### src/rtl/div_pkg.sv
// Shared types and constants for the sequential divider.
package div_pkg;

   localparam int DIV_WIDTH_DEF = 16;

   // Wide enough for any practical WIDTH; users truncate with a size cast.
   localparam logic [63:0] DIV_ZERO_QUOT = '1;

   typedef enum logic [1:0] {
      IDLE,
      CALC,
      FIN
   } state_t;

endpackage

### src/rtl/div_step.sv
// One restoring-division iteration: shift {r,q} left, trial-subtract denom, set the new quotient bit.
module div_step
   import div_pkg::*;
#(
   parameter int WIDTH = DIV_WIDTH_DEF
) (
   input  logic [WIDTH-1:0] r,
   input  logic [WIDTH-1:0] q,
   input  logic [WIDTH-1:0] denom,
   output logic [WIDTH-1:0] r_next,
   output logic [WIDTH-1:0] q_next
);

   logic [WIDTH:0] shifted;
   logic [WIDTH:0] diff;
   logic           fits;

   // The shifted remainder can reach 2*denom-1, so the trial subtraction needs WIDTH+1 bits.
   always_comb begin
      shifted = {r, q[WIDTH-1]};
      diff    = shifted - {1'b0, denom};
      fits    = (shifted >= {1'b0, denom});
      r_next  = WIDTH'(fits ? diff : shifted);
      q_next  = {q[WIDTH-2:0], fits};
   end

endmodule

### src/rtl/seq_divider.sv
// Sequential restoring divider, one quotient bit per clock, start/busy/done handshake.
// Define SEQ_DIVIDER_SIGNED_EN for two's-complement operands and results.
module seq_divider
   import div_pkg::*;
#(
   parameter int WIDTH = DIV_WIDTH_DEF,
   parameter int CNT_W = $clog2(WIDTH + 1)
) (
   input  logic             CLK,
   input  logic             RESET_N,
   input  logic             start,
   input  logic [WIDTH-1:0] numer,
   input  logic [WIDTH-1:0] denom,
   output logic             busy,
   output logic             done,
   output logic [WIDTH-1:0] quotient,
   output logic [WIDTH-1:0] remain,
   output logic             div_by_zero
);

   state_t           state;
   logic [WIDTH-1:0] r_q;
   logic [WIDTH-1:0] q_q;
   logic [WIDTH-1:0] d_q;
   logic [WIDTH-1:0] n_q;
   logic [CNT_W-1:0] cnt;
   logic             dz_q;

   logic [WIDTH-1:0] r_nxt;
   logic [WIDTH-1:0] q_nxt;
   logic [WIDTH-1:0] numer_mag;
   logic [WIDTH-1:0] denom_mag;
   logic [WIDTH-1:0] quot_fix;
   logic [WIDTH-1:0] rem_fix;

   div_step #(.WIDTH(WIDTH)) u_step (
      .r      (r_q),
      .q      (q_q),
      .denom  (d_q),
      .r_next (r_nxt),
      .q_next (q_nxt)
   );

`ifdef SEQ_DIVIDER_SIGNED_EN
   logic quot_neg_q;
   logic rem_neg_q;

   // Divide magnitudes; signs are reapplied in FIN so latency matches the unsigned build.
   always_comb begin
      numer_mag = numer[WIDTH-1] ? -numer : numer;
      denom_mag = denom[WIDTH-1] ? -denom : denom;
      quot_fix  = quot_neg_q ? -q_q : q_q;
      rem_fix   = rem_neg_q  ? -r_q : r_q;
   end
`else
   always_comb begin
      numer_mag = numer;
      denom_mag = denom;
      quot_fix  = q_q;
      rem_fix   = r_q;
   end
`endif

   // NOTE: sequential state uses non-blocking assignments so every register sees pre-edge values.
   always_ff @(posedge CLK or negedge RESET_N) begin
      if (!RESET_N) begin
         state       <= IDLE;
         busy        <= 1'b0;
         done        <= 1'b0;
         quotient    <= '0;
         remain      <= '0;
         div_by_zero <= 1'b0;
         r_q         <= '0;
         q_q         <= '0;
         d_q         <= '0;
         n_q         <= '0;
         cnt         <= '0;
         dz_q        <= 1'b0;
`ifdef SEQ_DIVIDER_SIGNED_EN
         quot_neg_q  <= 1'b0;
         rem_neg_q   <= 1'b0;
`endif
      end else begin
         done <= 1'b0;
         case (state)
            IDLE: begin
               if (start) begin
                  busy <= 1'b1;
                  n_q  <= numer;
                  d_q  <= denom_mag;
                  dz_q <= (denom == '0);
`ifdef SEQ_DIVIDER_SIGNED_EN
                  quot_neg_q <= numer[WIDTH-1] ^ denom[WIDTH-1];
                  rem_neg_q  <= numer[WIDTH-1];
`endif
                  if (denom == '0) begin
                     state <= FIN;
                  end else begin
                     r_q   <= '0;
                     q_q   <= numer_mag;
                     cnt   <= CNT_W'(WIDTH);
                     state <= CALC;
                  end
               end
            end
            CALC: begin
               r_q <= r_nxt;
               q_q <= q_nxt;
               cnt <= cnt - CNT_W'(1);
               if (cnt == CNT_W'(1)) state <= FIN;
            end
            FIN: begin
               done        <= 1'b1;
               busy        <= 1'b0;
               div_by_zero <= dz_q;
               quotient    <= dz_q ? WIDTH'(DIV_ZERO_QUOT) : quot_fix;
               remain      <= dz_q ? n_q : rem_fix;
               state       <= IDLE;
            end
            default: state <= IDLE;
         endcase
      end
   end

endmodule

### config.mk
export PLATFORM = sky130hd
export DESIGN_NAME = seq_divider
export DESIGN_NICKNAME = d
export VERILOG_FILES = /design/src/rtl/div_pkg.sv /design/src/rtl/div_step.sv /design/src/rtl/seq_divider.sv
export SDC_FILE = /design/constraint.sdc
export NUM_CORES = 1
export LEC_CHECK = 0
export BUFFER_PORTS_ARGS = -buffer_cell sky130_fd_sc_hd__buf_4
export CAP_MARGIN = 20
export CORE_ASPECT_RATIO = 2
export CORE_MARGIN = 2
export CORE_UTILIZATION = 58
export DETAILED_ROUTE_END_ITERATION = 6
export PLACE_DENSITY = 0.91
export SYNTH_ARGS = -nofsm -noshare
export SYNTH_HDL_FRONTEND = slang
export SYNTH_SLANG_ARGS = --single-unit
### constraint.sdc
create_clock -name CLK -period 2.8 [get_ports CLK]
set_input_delay 0.28 -clock CLK [delete_from_list [all_inputs] [get_ports CLK]]
set_output_delay 0.28 -clock CLK [all_outputs]
set_load 0.02 [all_outputs]
==> impl_metrics.env, run 1 <==
export IMPL_relSlewSlack_pct=53.49
export IMPL_dieArea_mm2=0.01043
export IMPL_cts_buffer_depth=2
export IMPL_ys_seq_area_share_pct=48.18
export IMPL_worst_setup_path_end_kind="flip-flop"
export IMPL_dp_slack_ns=0.2604
export IMPL_grt_pass1_vias=4820
export IMPL_area_growth_pct=17.27
export IMPL_cts_clk_slew_worst_paths_ns=0.07
export IMPL_reg2reg_from="r_q[10]$_DFFE_PN0P_"
export IMPL_drv_cap=0
export IMPL_wl_um=15420
export IMPL_htree_num_levels=3
export IMPL_yosysUniqueCellTypes=59
export IMPL_dp_cells=730
export IMPL_p_per_area_mw_per_mm2=1393
export IMPL_finalNetCount=693
export IMPL_initial_core_util_pct=59.62
export IMPL_synthCells=580
export IMPL_grt_max_degree=67
export IMPL_min_delay_path_class="in -> reg"
export IMPL_yosysTopAreaCellShare_pct=48.18
export IMPL_syn_area_per_cell_um2=9.582
export IMPL_post_route_min_period_ns=2.617
export IMPL_critPathRequiredTime_ns=3.03
export IMPL_fin_total_pwr_mw=9.077
export IMPL_first_iter_violations=486
export IMPL_drc_errors=0
export IMPL_timing_max_transition_violations_final=0
export IMPL_num_io_pins=70
export IMPL_finish_utilization_pct=69.92
export IMPL_drt_first_pass_iters=5
export IMPL_synth_ff_type="dfrtp_1"
export IMPL_cts_sinks=107
export IMPL_synth_area_top_cells="dfrtp_1 (48%), o21ai_0 (6.9%), nand2_1 (6.9%)"
export IMPL_dpl_cell_area_mm2=0.006186
export IMPL_hold_violations=0
export IMPL_setup_tns_ns=0
export IMPL_antenna_found_initial=0
export IMPL_globalplace_congestion=0.9546
export IMPL_arrival_ns=2.84
export IMPL_core_area_mm2=0.009321
export IMPL_die_h_um=142.4
export IMPL_worst_slack_ns=0.1833
export IMPL_fmax_mhz=382.2
export IMPL_whs_ns=0.1471
export IMPL_grt_pass1_wl_um=24580
export IMPL_post_layout_nonfiller_instances=748
export IMPL_synth_edf_count=0
export IMPL_fp_row_count=50
export IMPL_io_buffers=69
export IMPL_antenna_cells=0
export IMPL_outcome="finished clean"
export IMPL_cts_root_buf="clkbuf_16"
export IMPL_min_from="denom[2]"
export IMPL_via_per_inst=6.346
export IMPL_synth_nets=634
export IMPL_yosys_warnings=0
export IMPL_synth_seq_cells=107
export IMPL_dpl_hpwl_um=10640
export IMPL_setup_viol=0
export IMPL_yosysTopAreaCell="dfrtp_1"
export IMPL_synth_async_reset_ratio_pct=100.0
export IMPL_start_kind="flip-flop"
export IMPL_final_antenna_net_count=0
export IMPL_min_period_over_period_pct=93.45
export IMPL_rsz0062_at_grt="false"
export IMPL_cts_tree="yes"
export IMPL_track_usage_pct=31.40
export IMPL_cts_buffers=9
export IMPL_post_drt_wl_per_cell_um=20.62
export IMPL_synth_area_mm2=0.005558
export IMPL_cts_setup_buffers=0
export IMPL_postCtsHoldBufs=1
export IMPL_vias=4747
export IMPL_critPathLaunch="r_q[10]$_DFFE_PN0P_"
export IMPL_worst_slew_pin_slew_ns=0.6977
export IMPL_clk_latency_ns=0.35
export IMPL_post_cts_resized=0
export IMPL_fin_area_mm2=0.006518
export IMPL_worstSetupPathType="reg -> reg"
export IMPL_vdd_drop_max_v=0.0006389
export IMPL_drive_gt1_share_pct=19.88
export IMPL_cp_max_fo=8
export IMPL_grt_overflow_total=0
export IMPL_fin_skew_ns=0.008992
export IMPL_power_leakage_nw=2.989
export IMPL_fp_dieW_um=73.22
sequential cells by signal, indices dropped and copies added, names as in the netlist:
name and flops:
d_q 16, n_q 16, q_q 16, quotient 16, r_q 16, remain 16
cnt 5, state 2, busy 1, div_by_zero 1, done 1, dz_q 1
layer usage:
metal  GRT usage, %  wire, um
met5              0         0
met4          19.01       877
met3          3.824       675
met2          54.48      8370
met1          35.57      5499
layout by cell type (no fill, tap or decap), types with 4 or more instances in the layout:
cell / count
a211o_1: 4
a21o_1: 5
a21oi_1: 17
a221o_1: 5
buf_4: 78
clkbuf_16: 9
dfrtp_1: 107
ha_1: 18
inv_1: 29
mux2_2: 17
mux2i_1: 32
nand2_1: 102
nand3_1: 7
nor2_1: 30
nor3_1: 9
nor4_1: 8
o211ai_1: 15
o21ai_0: 77
xnor2_1: 7
final cells by class:
type	count	area, um2
Clock buffer	10	229.0
Clock inverter	6	72.57
Fill cell	631	2804
Inverter	29	108.9
Multi-Input combinational cell	410	2644
Sequential cell	107	2678
Tap cell	104	130.1
Timing Repair Buffer	82	655.6
worst max-delay path: stages, from the launching register on:
cell and delay (ns):
dfrtp_1 0.43, ha_1 0.46, nand3_2 0.17, or4_4 0.57, a31oi_4 0.31, buf_4 0.21
nor4_1 0.05, a221o_1 0.27
where the power goes:
part	switching [mW]	internal (mW)	leakage, nW
Clock	0.584	0.706	0.149
Sequential	0.544	2.28	1.34
Combinational	2.94	2.02	1.50
path summary, 6_finish.rpt:
kind | to | slack (ns) | depth (start not counted)
worst min-delay path | d_q[2]$_DFFE_PN0P_ | 0.15 | 3
min in group asynchronous | quotient[7]$_DFFE_PN0P_ | 0.51 | 2
worst min register to register | quotient[12]$_DFFE_PN0P_ | 0.48 | 2
max in group asynchronous | q_q[14]$_DFFE_PN0P_ | 1.52 | 3
worst max-delay path | r_q[1]$_DFFE_PN0P_ | 0.18 | 7
worst max register to register | r_q[1]$_DFFE_PN0P_ | 0.18 | 7
cells in the mapped netlist (2+ instances only):
master and count:
dfrtp_1 107, nand2_1 102, o21ai_0 77, mux2i_1 32, nor2_1 30, inv_1 29, clkbuf_1 22, ha_1 18
a21oi_1 17, mux2_2 17, o211ai_1 15, nor3_1 9, nor4_1 8, nand3_1 7, xnor2_1 7, a21o_1 5
a221o_1 5, buf_2 5, a211o_1 4, nand2b_1 4, nand4_1 3, nor3b_1 3, nor4b_1 3, o21a_1 3
o31a_2 3, a21oi_2 2, a221oi_1 2, a31oi_1 2, and2_1 2, and3_1 2, buf_1 2, buf_6 2
nand3b_1 2, nor2b_1 2, o311ai_0 2, xor2_1 2
logic make-up (layout without fill, tap and decap cells):
logic type / Yosys count / in the layout / synth area share [%]
buffers and inverters: 63 / 127 / 4.795
AO/OA/AOI/OAI: 150 / 150 / 17.22
flip-flops: 107 / 107 / 48.18
AND/OR/NAND/NOR: 183 / 183 / 14.77
adder cells (fa/ha/maj): 19 / 19 / 4.413
XOR/XNOR: 9 / 9 / 1.418
multiplexers: 49 / 49 / 9.208
No activity file was read; power rests on OpenSTA's default activity.
==> inputs of run 2 (changes only) <==
REMOVE_ABC_BUFFERS = 1   (was unset)
==> run 2 against run 1 <==
Maximum frequency is 1.4% higher. Cell count shrank 0.27%. Global-route usage fell by 3.9 points. Die area unchanged. Sequential cell count did not move. Setup slack improved by 0.037 ns. Combinational power fell by 4%. Clock skew fell by 0.0017 ns. Register-to-register slack improved by 0.04 ns. Largest cell class unchanged.
==> impl_metrics.env, run 2 (synthesis results as in run 1) <==
export IMPL_outcome="finished clean"
export IMPL_globalplace_congestion=0.9183
export IMPL_power_leakage_nw=2.967
export IMPL_r2r_end="r_q[5]$_DFFE_PN0P_"
export IMPL_grt_max_degree=67
export IMPL_htree_num_levels=3
export IMPL_final_antenna_net_count=0
export IMPL_vdd_drop_max_v=0.0006192
export IMPL_fin_skew_ns=0.007330
export IMPL_timing_max_transition_violations_final=0
export IMPL_cts_buffers=9
export IMPL_grt_pass1_wl_um=22060
export IMPL_fillers=683
export IMPL_cts_buffer_depth=2
export IMPL_worst_slew_pin_slew_ns=0.7898
export IMPL_worstPathCellList="ha_1, nand3_2, or4_4, a31oi_4, buf_4, buf_4, o211ai_1, o211ai_1"
export IMPL_area_growth_pct=16.82
export IMPL_relSlewSlack_pct=47.34
export IMPL_start_kind="flip-flop"
export IMPL_reg2reg_slack_ns=0.22
export IMPL_fmax_mhz=387.6
export IMPL_cts_sinks=107
export IMPL_crit_path_top_delay_cell="or4_4"
export IMPL_min_delay_path_class="in -> reg"
export IMPL_io_buffers=69
export IMPL_die_h_um=142.4
export IMPL_drt_first_pass_iters=5
export IMPL_cts_setup_buffers=0
export IMPL_via_per_inst=6.034
export IMPL_vias=4501
export IMPL_dieArea_mm2=0.01043
export IMPL_worstSetupPathType="reg -> reg"
export IMPL_setup_viol=0
export IMPL_grt_overflow_total=0
export IMPL_cts_root_buf="clkbuf_16"
export IMPL_num_io_pins=70
export IMPL_hold_violations=0
export IMPL_post_route_min_period_ns=2.580
export IMPL_worst_setup_path_end_kind="flip-flop"
export IMPL_min_period_over_period_pct=92.14
export IMPL_post_drt_wl_per_cell_um=18.09
export IMPL_finalNetCount=691
export IMPL_finish_utilization_pct=69.65
export IMPL_antenna_cells=0
export IMPL_layout_common_cells="dfrtp_1 (107), nand2_1 (102), o21ai_0 (77), buf_4 (77), mux2i_1 (32)"
export IMPL_initial_core_util_pct=59.62
export IMPL_grt_pass1_vias=4518
export IMPL_drive_gt1_share_pct=19.63
export IMPL_min_from="denom[1]"
export IMPL_wl_um=13490
export IMPL_p_per_area_mw_per_mm2=1366
export IMPL_slowest_delay_ns=0.57
export IMPL_core_area_mm2=0.009321
export IMPL_drv_cap=0
export IMPL_cp_max_fo=9
export IMPL_first_iter_violations=467
export IMPL_clk_latency_ns=0.35
export IMPL_fp_row_count=50
export IMPL_reg2reg_from="r_q[10]$_DFFE_PN0P_"
export IMPL_worst_slack_ns=0.2201
export IMPL_arrival_ns=2.84
export IMPL_dpl_hpwl_um=9642
export IMPL_reg2reg_depth=8
export IMPL_worstHoldPathCells=3
export IMPL_worstHoldEndpoint="d_q[1]$_DFFE_PN0P_"
export IMPL_drc_errors=0
export IMPL_cts_tree="yes"
export IMPL_antenna_found_initial=0
export IMPL_cts_clk_slew_worst_paths_ns=0.07
export IMPL_dp_slack_ns=0.2509
export IMPL_rsz0062_at_grt="false"
export IMPL_track_usage_pct=27.53
export IMPL_fp_dieW_um=73.22
export IMPL_layout_commonest_cell="dfrtp_1"
export IMPL_critPathRequiredTime_ns=3.06
## run 2: cell types whose count changed in the layout (fill, tap and decap cells not counted), sizes merged
cell / delta
clkbuf: +1
clkinv: -2
clkinvlp: +2
buf: -2
inv: -1
## run 2: area by class of cell
class	instances	area (um2)	share of cell area, %
Clock buffer	11	242.7	3.739
Clock inverter	5	61.31	0.9443
Inverter	29	108.9	1.677
Multi-Input combinational cell	410	2644	40.72
Sequential cell	107	2678	41.24
Tap cell	104	130.1	2.004
Timing Repair Buffer	80	628.1	9.674
## run 2: worst max path at each step
| stage | from | endpoint | slack (ns) | depth (start not counted) |
|---|---|---|---|---|
| finish | r_q[10]$_DFFE_PN0P_ | r_q[5]$_DFFE_PN0P_ | 0.22 | 8 |
| global route | r_q[8]$_DFFE_PN0P_ | r_q[8]$_DFFE_PN0P_ | 0.05 | 9 |
| CTS | r_q[10]$_DFFE_PN0P_ | r_q[1]$_DFFE_PN0P_ | 0.23 | 7 |
| detailed placement | r_q[10]$_DFFE_PN0P_ | r_q[1]$_DFFE_PN0P_ | 0.25 | 7 |
| global placement | r_q[10]$_DFFE_PN0P_ | r_q[1]$_DFFE_PN0P_ | 0.32 | 7 |
| floorplan | state[1]$_DFFE_PN0P_ | cnt[4]$_DFFE_PN0P_ | -1.59 | 5 |
## run 2: metrics by stage
stage	power (mW)	hold slack, ns	instances	cell area [um2]	TNS, ns
floorplan	6.049	-0.01559	546	5400	-82.29
global placement	7.253	0.2951	729	6178	0
detailed placement	7.516	0.3085	729	6178	0
CTS	8.854	0.1375	746	6492	0
global route	9.512	0.1622	746	6492	0
finish	8.866	0.1437	746	6492	0
## run 2: where the power goes
group          internal [mW]  switching (mW)
clock                  0.723           0.563
combinational           2.00            2.79
sequential              2.28           0.513
## run 2: layer usage
metal / global-route usage (%) / wire length (um) / vias up
li1: - / - / 2153
met1: 32.64 / 5101 / 2161
met2: 46.99 / 7305 / 136
met3: 3.399 / 424 / 51
met4: 15.20 / 661 / 0
met5: 0 / 0 / -
## run 2: worst max-delay path: cells and delay by family (launching register included)
family | cells | cell delay (ns)
compound gates | 3 | 0.55
simple gates | 2 | 0.73
buf+inv | 2 | 0.36
fa+ha+maj | 1 | 0.43
flops | 1 | 0.42
## run 2: timing repair
item | 4_1_cts | 5_1_grt
endpoints found under the setup margin | 0 | 0
resized for setup | 0 | 0
hold buffers | 1 | 0
hold endpoints to repair | 41 | 0
